<file path="src/rtl/pci_bus_arbiter.sv">
// Central PCI bus arbiter: round-robin grant over active-low REQ/GNT, bus parking,
// one-cycle turnaround between owners, early grant removal and a no-FRAME grant timeout.
module pci_bus_arbiter #(
    parameter int N_MASTERS   = 4,
    parameter int PARK_MASTER = 0,
    parameter int GNT_TIMEOUT = 16,
    parameter int ID_W        = 2
) (
    input  logic                 CLK,
    input  logic                 RST,
    input  logic [N_MASTERS-1:0] REQ,
    input  logic                 FRAME,
    input  logic                 IRDY,
    output logic [N_MASTERS-1:0] GNT,
    output logic [ID_W-1:0]      GNT_ID,
    output logic                 BUS_BUSY,
    output logic                 TIMEOUT_ERR
);

    localparam int                CNT_W    = $clog2(GNT_TIMEOUT) + 1;
    localparam logic [ID_W-1:0]   PARK_ID  = ID_W'(PARK_MASTER);
    localparam logic [ID_W-1:0]   LAST_RST = ID_W'(N_MASTERS - 1);
    localparam logic [CNT_W-1:0]  CNT_MAX  = CNT_W'(GNT_TIMEOUT - 1);

    typedef enum logic [1:0] {ARB, PARK, GRANT, BUSY} state_t;

    state_t                 state, state_nx;
    logic [ID_W-1:0]        win, win_nx;
    logic [ID_W-1:0]        last, last_nx;
    logic [CNT_W-1:0]       cnt, cnt_nx;
    logic                   released, released_nx;
    logic                   timeout_nx;
    logic                   granting_nx;
    logic [N_MASTERS-1:0]   gnt_nx;
    logic [ID_W-1:0]        rr_winner;
    logic                   rr_found;
    logic                   any_req, own_req, other_req, bus_idle;

    assign bus_idle = FRAME & IRDY;
    assign any_req  = ~&REQ;

    // Rotating priority: first requester strictly above LAST, else wrap from 0 up to LAST.
    always_comb begin
        rr_found  = 1'b0;
        rr_winner = last;
        for (int j = 0; j < N_MASTERS; j++) begin
            if (!rr_found && !REQ[j] && (j > int'(last))) begin
                rr_winner = ID_W'(j);
                rr_found  = 1'b1;
            end
        end
        for (int j = 0; j < N_MASTERS; j++) begin
            if (!rr_found && !REQ[j] && (j <= int'(last))) begin
                rr_winner = ID_W'(j);
                rr_found  = 1'b1;
            end
        end
    end

    always_comb begin
        own_req   = 1'b0;
        other_req = 1'b0;
        for (int j = 0; j < N_MASTERS; j++) begin
            if (ID_W'(j) == win) own_req = ~REQ[j];
            else                 other_req = other_req | ~REQ[j];
        end
    end

    always_comb begin
        state_nx    = state;
        win_nx      = win;
        last_nx     = last;
        cnt_nx      = cnt;
        released_nx = released;
        timeout_nx  = 1'b0;
        case (state)
            ARB: begin
                cnt_nx      = '0;
                released_nx = 1'b0;
                if (any_req) begin
                    state_nx = GRANT;
                    win_nx   = rr_winner;
                end else begin
                    state_nx = PARK;
                    win_nx   = PARK_ID;
                end
            end
            PARK: begin
                if (!FRAME) begin
                    state_nx    = BUSY;
                    win_nx      = PARK_ID;
                    last_nx     = PARK_ID;
                    released_nx = 1'b0;
                end else if (any_req && bus_idle) begin
                    // The parked master already owns GNT, so it skips the turnaround.
                    if (rr_winner == PARK_ID) begin
                        state_nx = GRANT;
                        win_nx   = PARK_ID;
                        cnt_nx   = '0;
                    end else begin
                        state_nx = ARB;
                    end
                end
            end
            GRANT: begin
                if (!FRAME) begin
                    state_nx    = BUSY;
                    last_nx     = win;
                    cnt_nx      = '0;
                    released_nx = 1'b0;
                end else if (!own_req) begin
                    state_nx = ARB;
                    cnt_nx   = '0;
                end else if (cnt == CNT_MAX) begin
                    state_nx   = ARB;
                    cnt_nx     = '0;
                    timeout_nx = 1'b1;
                end else begin
                    cnt_nx = cnt + 1'b1;
                end
            end
            BUSY: begin
                if (bus_idle) begin
                    state_nx    = ARB;
                    released_nx = 1'b0;
                end else if (other_req) begin
                    released_nx = 1'b1;
                end
            end
            default: state_nx = ARB;
        endcase
    end

    // Outputs are computed from the next state so they leave the flops directly.
    always_comb begin
        granting_nx = (state_nx == PARK) || (state_nx == GRANT) ||
                      ((state_nx == BUSY) && !released_nx);
        gnt_nx = '1;
        for (int j = 0; j < N_MASTERS; j++) begin
            if (granting_nx && (ID_W'(j) == win_nx)) gnt_nx[j] = 1'b0;
        end
    end

    always_ff @(posedge CLK or negedge RST) begin
        if (!RST) begin
            state       <= ARB;
            win         <= '0;
            last        <= LAST_RST;
            cnt         <= '0;
            released    <= 1'b0;
            GNT         <= '1;
            GNT_ID      <= '0;
            BUS_BUSY    <= 1'b0;
            TIMEOUT_ERR <= 1'b0;
        end else begin
            state       <= state_nx;
            win         <= win_nx;
            last        <= last_nx;
            cnt         <= cnt_nx;
            released    <= released_nx;
            GNT         <= gnt_nx;
            BUS_BUSY    <= (state_nx == BUSY);
            TIMEOUT_ERR <= timeout_nx;
            if (granting_nx) GNT_ID <= win_nx;
        end
    end

endmodule

</file>
<file path="config.mk">
export PLATFORM = sky130hd
export DESIGN_NAME = pci_bus_arbiter
export DESIGN_NICKNAME = d
export VERILOG_FILES = /design/src/rtl/pci_bus_arbiter.sv
export SDC_FILE = /design/constraint.sdc
export NUM_CORES = 1
export LEC_CHECK = 0
export CAP_MARGIN = 40
export CORE_UTILIZATION = 37
export DETAILED_ROUTE_END_ITERATION = 8
export PLACE_DENSITY_LB_ADDON = 0.15
export SLEW_MARGIN = 40
export SYNTH_ARGS = -nofsm -noshare
export SYNTH_HDL_FRONTEND = slang
export SYNTH_SLANG_ARGS = --single-unit
</file>
<file path="constraint.sdc">
create_clock -name CLK -period 3.48 [get_ports CLK]
set_input_delay 0.522 -clock CLK [delete_from_list [all_inputs] [get_ports CLK]]
set_output_delay 0.522 -clock CLK [all_outputs]
set_load 0.01 [all_outputs]
</file>
# After elaboration in Yosys (flattened, before gate mapping)
# Index checks and enable logic that the tools add are counted.
# W data, S select, Z words.
[totals] register_bits=20 inputBits=8 out_inout_bits=8 wordCells=141
[op_classes] add_sub_neg=1 order_cmp=6 n_eq_ne=18 n_mux=57 bitwise_logic=8 n_reduce_logical=42
[op_table] operator="$mux W2" count=21
[op_table] operator="$mux W5" count=6
[op_table] operator="$mux W1" count=25
[op_table] operator="$logic_and A1 B1 Y1" count=18
[op_table] operator="$pmux W5 S3" count=1
[op_table] operator="$logic_not A1 Y1" count=12
[op_table] operator="$ne A2 B2 Y1 const B" count=5
[op_table] operator="$eq A2 B2 Y1 const A" count=4
[op_table] operator="$eq A2 B2 Y1 const B" count=4
[op_table] operator="$logic_not A2 Y1" count=4
[op_table] operator="$pmux W2 S2" count=2
[op_table] operator="$pmux W2 S4" count=1
[op_table] operator="$reduce_and A4 Y1" count=2
[op_table] operator="$add A5 B1 Y5 const B" count=1
[op_table] operator="$eq A5 B4 Y1 const B" count=1
[op_table] operator="$eq A1 B2 Y1 const A" count=2
[op_table] operator="$eq A2 B1 Y1 const B" count=2
[op_table] operator="$gt A2 B2 Y1 const A" count=2
[op_table] operator="$le A2 B2 Y1 const A" count=2
[op_table] operator="$not A1 Y1" count=4
[op_table] operator="$or A1 B1 Y1" count=3
[op_table] operator="$pmux W1 S3" count=1
[op_table] operator="$reduce_and A3 Y1" count=1
[op_table] operator="$reduce_bool A3 Y1" count=1
[op_table] operator="other kinds (6)" count=7

# Longest topological paths before layout
# Gate-level depths: netlist (run 1).
[depth] depth_word=36 ltp_mapped=11 mapped_depth_nobuf=11

# Least setup slack after synthesis (run 1)
# OpenSTA, ideal clock, no wires.
[synth_path] path_kind="in2reg" from="in REQ[3]" to="reg GNT_ID[0]" setup_time_ns=0.125 arrival_ns=2.620 t_required_ns=3.355 slack_ns=0.735 cell_stages=10 path_buffers=1 path_cell_list="buf_2 mux4_2 nand2b_4 nand2_1 nand2_1 a222oi_1 ha_1 inv_1 o21ai_1 mux2_2"
[synth_via] word_cells_on_any_way=53 cone_classes="eq/ne (3); mux (26); bitwise (2); reduce/logical (22)"
[synth_rtl] item="from (decl)" line="11" rtl="input logic [N_MASTERS-1:0] REQ,"
[synth_rtl] item="$reduce_and A4 Y1" line="40" rtl="assign any_req = ~&REQ;"
[synth_rtl] item="$logic_not A1 Y1" line="40"
[synth_rtl] item="$logic_and A1 B1 Y1" line="94" rtl="end else if (any_req && bus_idle) begin"
[synth_rtl] item="$mux W2" line="94"
[synth_rtl] item="$mux W2" line="89" rtl="if (!FRAME) begin"
[synth_rtl] item="$pmux W2 S4 (*)" line="76" rtl="case (state)"
[synth_rtl] item="named net state_nx[0]" line="27" rtl="state_t state, state_nx;"
[synth_rtl] item="$eq A2 B1 Y1, or another cell as far along" line="136" rtl="granting_nx = (state_nx == PARK) || (state_nx == GRANT) ||"
[synth_rtl] item="$logic_or A1 B1 Y1 or $logic_and A1 B1 Y1 (tied branches)" line="136, 137"
[synth_rtl] item="$logic_or A1 B1 Y1 (*)" line="136"
[synth_rtl] item="to (signal assigned)" line="164" rtl="if (granting_nx) GNT_ID <= win_nx;"
[synth_rtl] item="to (decl)" line="15" rtl="output logic [ID_W-1:0] GNT_ID,"
# Mark *: on every way through the listed nets, which the timed path passes. The rest lies on a longest branch.
# A chain may end at the register's enable or synchronous reset.

# Worst setup path after layout (run 1)
[layout_path] from="in REQ[2]" to="reg GNT_ID[1]"
[layout_via] word_cells_on_any_way=61 cone_classes="eq/ne (3); mux (30); bitwise (3); reduce/logical (25)"
[layout_rtl] item="$reduce_and A4 Y1 or $not A1 Y1 (tied branches)" line="40, 64"
[layout_rtl] item="$logic_not A1 Y1 or $mux W1 (tied branches)" line="40, 64"
[layout_rtl] item="$logic_and A1 B1 Y1 or $mux W1 (tied branches)" line="94, 64"
[layout_rtl] item="$mux W2, on equally long branches" line="94, 111"
[layout_rtl] item="$mux W2, on equally long branches" line="89, 106"
[layout_rtl] item="$pmux W2 S4 (*)" line="76"
[layout_rtl] item="named net state_nx[0]" line="27"
[layout_rtl] item="$eq A2 B1 Y1, or another cell as far along" line="136"
[layout_rtl] item="$logic_or A1 B1 Y1 or $logic_and A1 B1 Y1 (tied branches)" line="136, 137"
[layout_rtl] item="$logic_or A1 B1 Y1 (*)" line="136"
# Marks and branches as above.

==> impl_metrics.csv, run 1 <==
group,metric,value,unit
sta,slew_headroom,64.9,%
run,drv_cap,0,
clock_network,cts_inserted_buffers,3,
worst_setup_path,cpMostUsedCell,"nand2_1",
synth,ys_types,50,
finish,antenna_cells,0,
finish,nFillCells,306,
worst_setup_path,critPathArrivalTime,3.24,ns
synth,yosysSeqAreaShare,40.4,%
worst_setup_path,max_stage_delay,0.55,ns
synth,synth_edf_count,0,
pwr,total_leakage_power,0.629,nW
clock_network,cts_setup_buffers,0,
finish,register_area,508,µm²
clock_network,cts_tree,"yes",
worst_setup_path,reg2reg_from,"win[0]$_DFF_PN0_",
routing,vias_per_cell,5.53,
finish,stdcell_count,188,
worst_setup_path,start_kind,"input pin",
synth,synthArstFlopShare,100,%
grt,grt_antenna_before_repair,0,
sta,max_freq,328,MHz
worst_setup_path,startpoint,"REQ[2]",
clock_network,cts.repair.resized,0,
worst_setup_path,cp_top_family,"multiplexers",
synth,synth_compound_area_share,21.4,%
grt,grt_pass1_wl,4530,µm
die,io_pins,16,
sta,tns,0,ns
clock_network,clkLatencyLatePin,0.29,ns
sta,clock_skew,0.00261,ns
finish,multi_input_area,688,µm²
routing,num_vias,1039,
synth,synth_nets,146,
worst_setup_path,crit_path_max_fanout,9,
clock_network,hold_buffers,0,
routing,detail_route.wl_per_cell,14.1,µm
die,core_area,3130,µm²
sta,rsz0062_at_grt,"no",
run_status,outcome,"completed",
place,hpwl,1970,µm
routing,post-route-drc-count,0,
grt,grt_pass1_vias,975,
sta,finalMaxSlewViolations,0,
sta,fin_crit_sh,87.5,%
routing,drtIter0Drc,43,
synth,ys_ff_latch,20,
sta,worst_slew_pin_slew,0.522,ns
synth,synth_area,1260,µm²
synth,synth-main-ff-cell,"dfrtp_1",
worst_hold_path,min_path_type,"in -> async",
sta,setup_ws,0.435,ns
synth,syn_inst,131,
clock_network,cts-root-buf,"clkbuf_4",
clock_network,clkTransAtPathRegs,0.12,ns
pwr,p_per_area,833,nW/µm²
worst_setup_path,path_class,"in -> reg",
finish,layout-area-overhead-vs-synth,18.1,%
clock_network,htree_num_levels,1,
die,die_y,60.3,µm
synth,synth_top_family_by_area,"compound AO/OA/AOI/OAI gates",
pwr,max-vdd-ir-drop,600,µV
grt,grt_max_degree,21,
worst_setup_path,cp_cell_sequence,"clkdlybuf4s50_1 > mux4_2 > nand2b_4 > nand2_1 > nand2_1 > a222oi_1 > ha_1 > inv_1 > o21ai_1 > mux2_2",
finish,layout_common_cells,"dfrtp_1 (14), clkdlybuf4s50_1 (14), nand2_1 (13)",
routing,postRouteAntennaNets,0,
routing,wl,2650,µm
synth,synthSimpleGateAreaFrac,21.2,%
clock_network,clk_path_buf_depth,2,
synth,syn_avg_cell_area,9.61,µm²
routing,drtPass1Iterations,4,
clock_network,numClockSinks,20,
place,dp_cells,184,
grt,grtUsageTotal,17.0,%
finish,final_nets,160,
finish,final_layout_size_suffix_gt1_share,16.0,%
worst_setup_path,endpoint_kind,"flop",
die,die_area,3640,µm²
worst_setup_path,slowest_stage,"clkdlybuf4s50_1",
sta,hold_slack,0.151,ns
die,fp-row-count,20,
sta,fin_crit,3.04,ns
sta,hold_viol_final,0,
sta,setup_viol,0,
worst_setup_path,cp.buffers_inverters,2,
die,fp.dieW,60.3,µm
place,dp_slack,0.149,ns
synth,synth.area.mux_share,5.17,%
synth,synth_xor_area_share,0,%
place,place_congestion,0.837,
synth,synth-adder-area-share,6.96,%
synth,synth_warnings,0,
grt,grt-ovfl-total,0,
place,numPortBuffers,15,
die,start_util,40.2,%
worst_setup_path,critPathRequiredTime,3.67,ns
-- metrics by stage --
| stage | util [%] | instance area, µm² | total power, mW |
|---|---|---|---|
| floorplan | - | 1260 | 0.854 |
| global placement | 46.0 | 1440 | 1.04 |
| detailed placement | 45.8 | 1430 | 1.05 |
| CTS | 47.5 | 1490 | 1.25 |
| global route | 47.5 | 1490 | 1.35 |
| finish | 47.5 | 1490 | 1.24 |
-- kinds of logic after synthesis --
group | Yosys count
adder cells (fa/ha/maj) | 7
AND/OR/NAND/NOR | 47
flip-flops | 20
buffers and inverters | 13
multiplexers | 5
AO/OA/AOI/OAI | 39
-- power breakdown --
part / switching [mW] / total (mW) / internal, mW
logic: 0.332 / 0.648 / 0.317
registers: 0.0810 / 0.403 / 0.322
clock network: 0.0717 / 0.188 / 0.116
-- worst paths after layout --
check	endpoint	slack [ns]	cells past startpoint
worst max-delay path	GNT_ID[1]$_DFFE_PN0P_	0.44	10
min in group CLK	cnt[4]$_DFFE_PN0P_	0.50	1
worst min-delay path	released$_DFF_PN0_	0.15	1
worst max register to register	GNT_ID[1]$_DFFE_PN0P_	0.69	9
max in group asynchronous	GNT[1]$_DFF_PN1_	2.99	1
worst min register to register	cnt[4]$_DFFE_PN0P_	0.50	1
-- worst reg2reg max path, cell delays in order, from the launching register on --
cell      delay [ns]
dfrtp_1         0.50
mux4_2          0.57
nand2b_4        0.17
nand2_1         0.06
nand2_1         0.05
a222oi_1        0.43
ha_1            0.28
inv_1           0.05
o21ai_1         0.22
mux2_2          0.36
-- sequential cells by signal (all words and copies together) (netlist names) --
signal       cells
BUS_BUSY         1
GNT              4
GNT_ID           2
TIMEOUT_ERR      1
cnt              5
last             2
released         1
state            2
win              2
-- cell type report --
class	instances	share of cell area, %
flip-flops and latches	20	34.2
inverters	4	1.01
clock buffers	3	1.52
multi-input cells	98	46.3
well taps	44	3.70
clock inverters	1	2.02
repair buffers	18	11.3
-- metal layers --
layer | global-route usage [%] | up-vias | part of all wire (%)
li1 | - | 509 | -
met1 | 24.9 | 499 | 49
met2 | 24.8 | 27 | 45
met3 | 3.03 | 4 | 4.4
met4 | 6.31 | 0 | 1.4
met5 | 0 | - | 0
-- cells in the mapped netlist, drive strengths merged, types with 2 or more instances --
| cell | instances | area (µm²) |
|---|---|---|
| a31oi | 3 | 18.8 |
| a21oi | 5 | 25.0 |
| nor3 | 2 | 10.0 |
| o22ai | 2 | 12.5 |
| nor2 | 5 | 18.8 |
| mux2 | 2 | 22.5 |
| buf | 4 | 26.3 |
| a21o | 2 | 15.0 |
| or2 | 3 | 18.8 |
| dfrtp | 14 | 350 |
| ha | 7 | 87.6 |
| o21ai | 9 | 45.0 |
| nor2b | 2 | 12.5 |
| nand2b | 2 | 20.0 |
| nand3 | 7 | 35.0 |
| a22o | 2 | 17.5 |
| nand3b | 5 | 37.5 |
| a21boi | 2 | 15.0 |
| dfstp | 6 | 158 |
| a211oi | 2 | 15.0 |
| clkbuf | 5 | 21.3 |
| mux2i | 2 | 20.0 |
| inv | 4 | 15.0 |
| nand2 | 13 | 48.8 |
No activity file was read; power rests on OpenSTA's default activity.
==> run 2, diff against run 1 <==
--- a/config.mk
+++ b/config.mk
@@ -5,7 +5,8 @@
 export SDC_FILE = /design/constraint.sdc
 export NUM_CORES = 1
 export LEC_CHECK = 0
-export CAP_MARGIN = 40
+export ABC_CLOCK_PERIOD_IN_PS = 3200
+export CAP_MARGIN = 5
 export CORE_UTILIZATION = 37
 export DETAILED_ROUTE_END_ITERATION = 8
 export PLACE_DENSITY_LB_ADDON = 0.15
==> constraint.sdc (replaced) <==
create_clock -name CLK -period 3.2 [get_ports CLK]
set_input_delay 0.48 -clock CLK [delete_from_list [all_inputs] [get_ports CLK]]
set_output_delay 0.48 -clock CLK [all_outputs]
set_load 0.01 [all_outputs]
==> run 2 against run 1 <==
Net effect:
- setup slack worse by 0.056 ns
- sequential share of layout area is 0.26 points lower
- routed wire length rose by 1.5%
- sequential power is 9.9% higher
- global-route usage rose by 0.58 points
- non-clock buffer count rose by 5
- worst hold slack got worse by 0.059 ns
- sequential cell count is the same
- die area did not move
- critical path depth stayed put
- critical path type unchanged
- critical endpoint is now GNT_ID[0]$_DFFE_PN0P_
- largest power group unchanged
==> impl_metrics.csv, run 2 (synthesized netlist as in run 1, its figures left out) <==
group,metric,value,unit
routing,postRouteAntennaNets,0,
finish,largest_reg_flops,5,
finish,layout_common_cells,"dfrtp_1 (14), clkdlybuf4s50_1 (14), nand2_1 (13)",
worst_setup_path,slowest_stage,"mux4_2",
worst_setup_path,r2r_slack,0.42,ns
worst_setup_path,r2r_end,"GNT_ID[0]$_DFFE_PN0P_",
clock_network,cts_tree,"yes",
grt,grtUsageTotal,17.5,%
sta,clock_skew,0.0205,ns
grt,grt_pass1_vias,1011,
grt,grt_max_degree,21,
sta,tns,0,ns
worst_setup_path,crit_path_max_fanout,4,
worst_setup_path,cp.buffers_inverters,2,
finish,layout-area-overhead-vs-synth,19.0,%
clock_network,cts-root-buf,"clkbuf_4",
worst_setup_path,reg2reg_from,"win[0]$_DFF_PN0_",
finish,final_util,47.9,%
clock_network,clkTransAtPathRegs,0.12,ns
sta,rsz0062_at_grt,"no",
sta,setup_viol,0,
worst_setup_path,cp_cell_sequence,"clkdlybuf4s50_1 > mux4_2 > nand2b_4 > nand2_1 > nand2_1 > a222oi_1 > ha_1 > inv_1 > o21ai_1 > mux2_2",
routing,post-route-drc-count,0,
worst_setup_path,cpMostUsedCell,"nand2_1",
clock_network,clkLatencyLatePin,0.30,ns
routing,drtIter0Drc,27,
place,hpwl,2030,µm
routing,num_vias,1033,
place,place_congestion,0.813,
place,numPortBuffers,15,
die,core_area,3130,µm²
finish,top_regs,"cnt (5), GNT (4)",
clock_network,numClockSinks,20,
finish,antenna_cells,0,
clock_network,htree_num_levels,1,
routing,vias_per_cell,5.35,
finish,final_nets,165,
run_status,outcome,"completed",
clock_network,clk_path_buf_depth,2,
worst_setup_path,start_kind,"input pin",
worst_setup_path,path_class,"in -> reg",
finish,register_area,508,µm²
finish,final_layout_size_suffix_gt1_share,18.1,%
sta,fin_crit_sh,88.1,%
die,start_util,40.2,%
worst_setup_path,critPathRequiredTime,3.38,ns
sta,slew_headroom,65.7,%
routing,wl,2690,µm
pwr,power,1.29,mW
finish,multi_input_area,688,µm²
sta,max_freq,355,MHz
worst_setup_path,cp_top_family,"multiplexers",
worst_setup_path,critPathArrivalTime,3.00,ns
pwr,total_leakage_power,0.641,nW
finish,regMostFlops,"cnt",
clock_network,hold_buffers,0,
grt,grt-ovfl-total,0,
worst_hold_path,min_path_type,"in -> async",
sta,hold_viol_final,0,
clock_network,cts_inserted_buffers,3,
sta,finalMaxSlewViolations,0,
clock_network,cts.repair.resized,0,
clock_network,cts_setup_buffers,0,
pwr,p_per_area,863,nW/µm²
sta,hold_slack,0.0922,ns
worst_setup_path,endpoint_kind,"flop",
sta,worst_slew_pin_slew,0.510,ns
die,fp.dieW,60.3,µm
sta,fin_crit,2.82,ns
routing,detail_route.wl_per_cell,13.9,µm
worst_setup_path,max_stage_delay,0.50,ns
run,drv_cap,0,
die,fp-row-count,20,
die,die_area,3640,µm²
die,io_pins,16,
grt,grt_antenna_before_repair,0,
routing,drtPass1Iterations,4,
grt,grt_pass1_wl,4720,µm
pwr,max-vdd-ir-drop,736,µV
worst_setup_path,reg2reg_depth,9,
die,die_y,60.3,µm
finish,nFillCells,305,
run 2: through the flow:
step | std cells | worst slack (ns) | instance area, µm²
finish | 193 | 0.380 | 1500
global route | 193 | 0.217 | 1500
CTS | 193 | 0.376 | 1500
detailed placement | 189 | 0.0686 | 1470
global placement | 189 | 0.128 | 1480
floorplan | 131 | 0.497 | 1260
run 2: worst max-delay path by stage:
stage                                start               endpoint  depth (start not counted)  slack [ns]
after floorplan                     REQ[3]  GNT_ID[0]$_DFFE_PN0P_                         10        0.50
after global placement              REQ[0]  GNT_ID[1]$_DFFE_PN0P_                         10        0.13
after detailed placement            REQ[0]  GNT_ID[0]$_DFFE_PN0P_                         10        0.07
after CTS                           REQ[0]  GNT_ID[0]$_DFFE_PN0P_                         10        0.38
after global routing      win[0]$_DFF_PN0_  GNT_ID[0]$_DFFE_PN0P_                          9        0.22
final                               REQ[0]  GNT_ID[0]$_DFFE_PN0P_                         10        0.38
run 2: power breakdown:
part | switching (mW) | total, mW | internal [mW]
combinational | 0.353 | 0.727 | 0.374
sequential | 0.0926 | 0.443 | 0.350
clock | 0.0749 | 0.123 | 0.0485
run 2: area by class of cell:
cell class / instances / share of cell area, %
clock buffers: 4 / 1.75
inverters: 4 / 1.00
repair buffers: 23 / 13.7
well taps: 44 / 3.68
multi-input cells: 98 / 45.9
flip-flops and latches: 20 / 33.9
run 2: metal layers:
metal | global-route usage [%] | vias to the layer above | share of wire (%)
li1 | - | 521 | -
met1 | 24.2 | 492 | 50
met2 | 27.0 | 18 | 44
met3 | 5.63 | 2 | 5.5
met4 | 3.65 | 0 | 0.37
met5 | 0 | - | 0
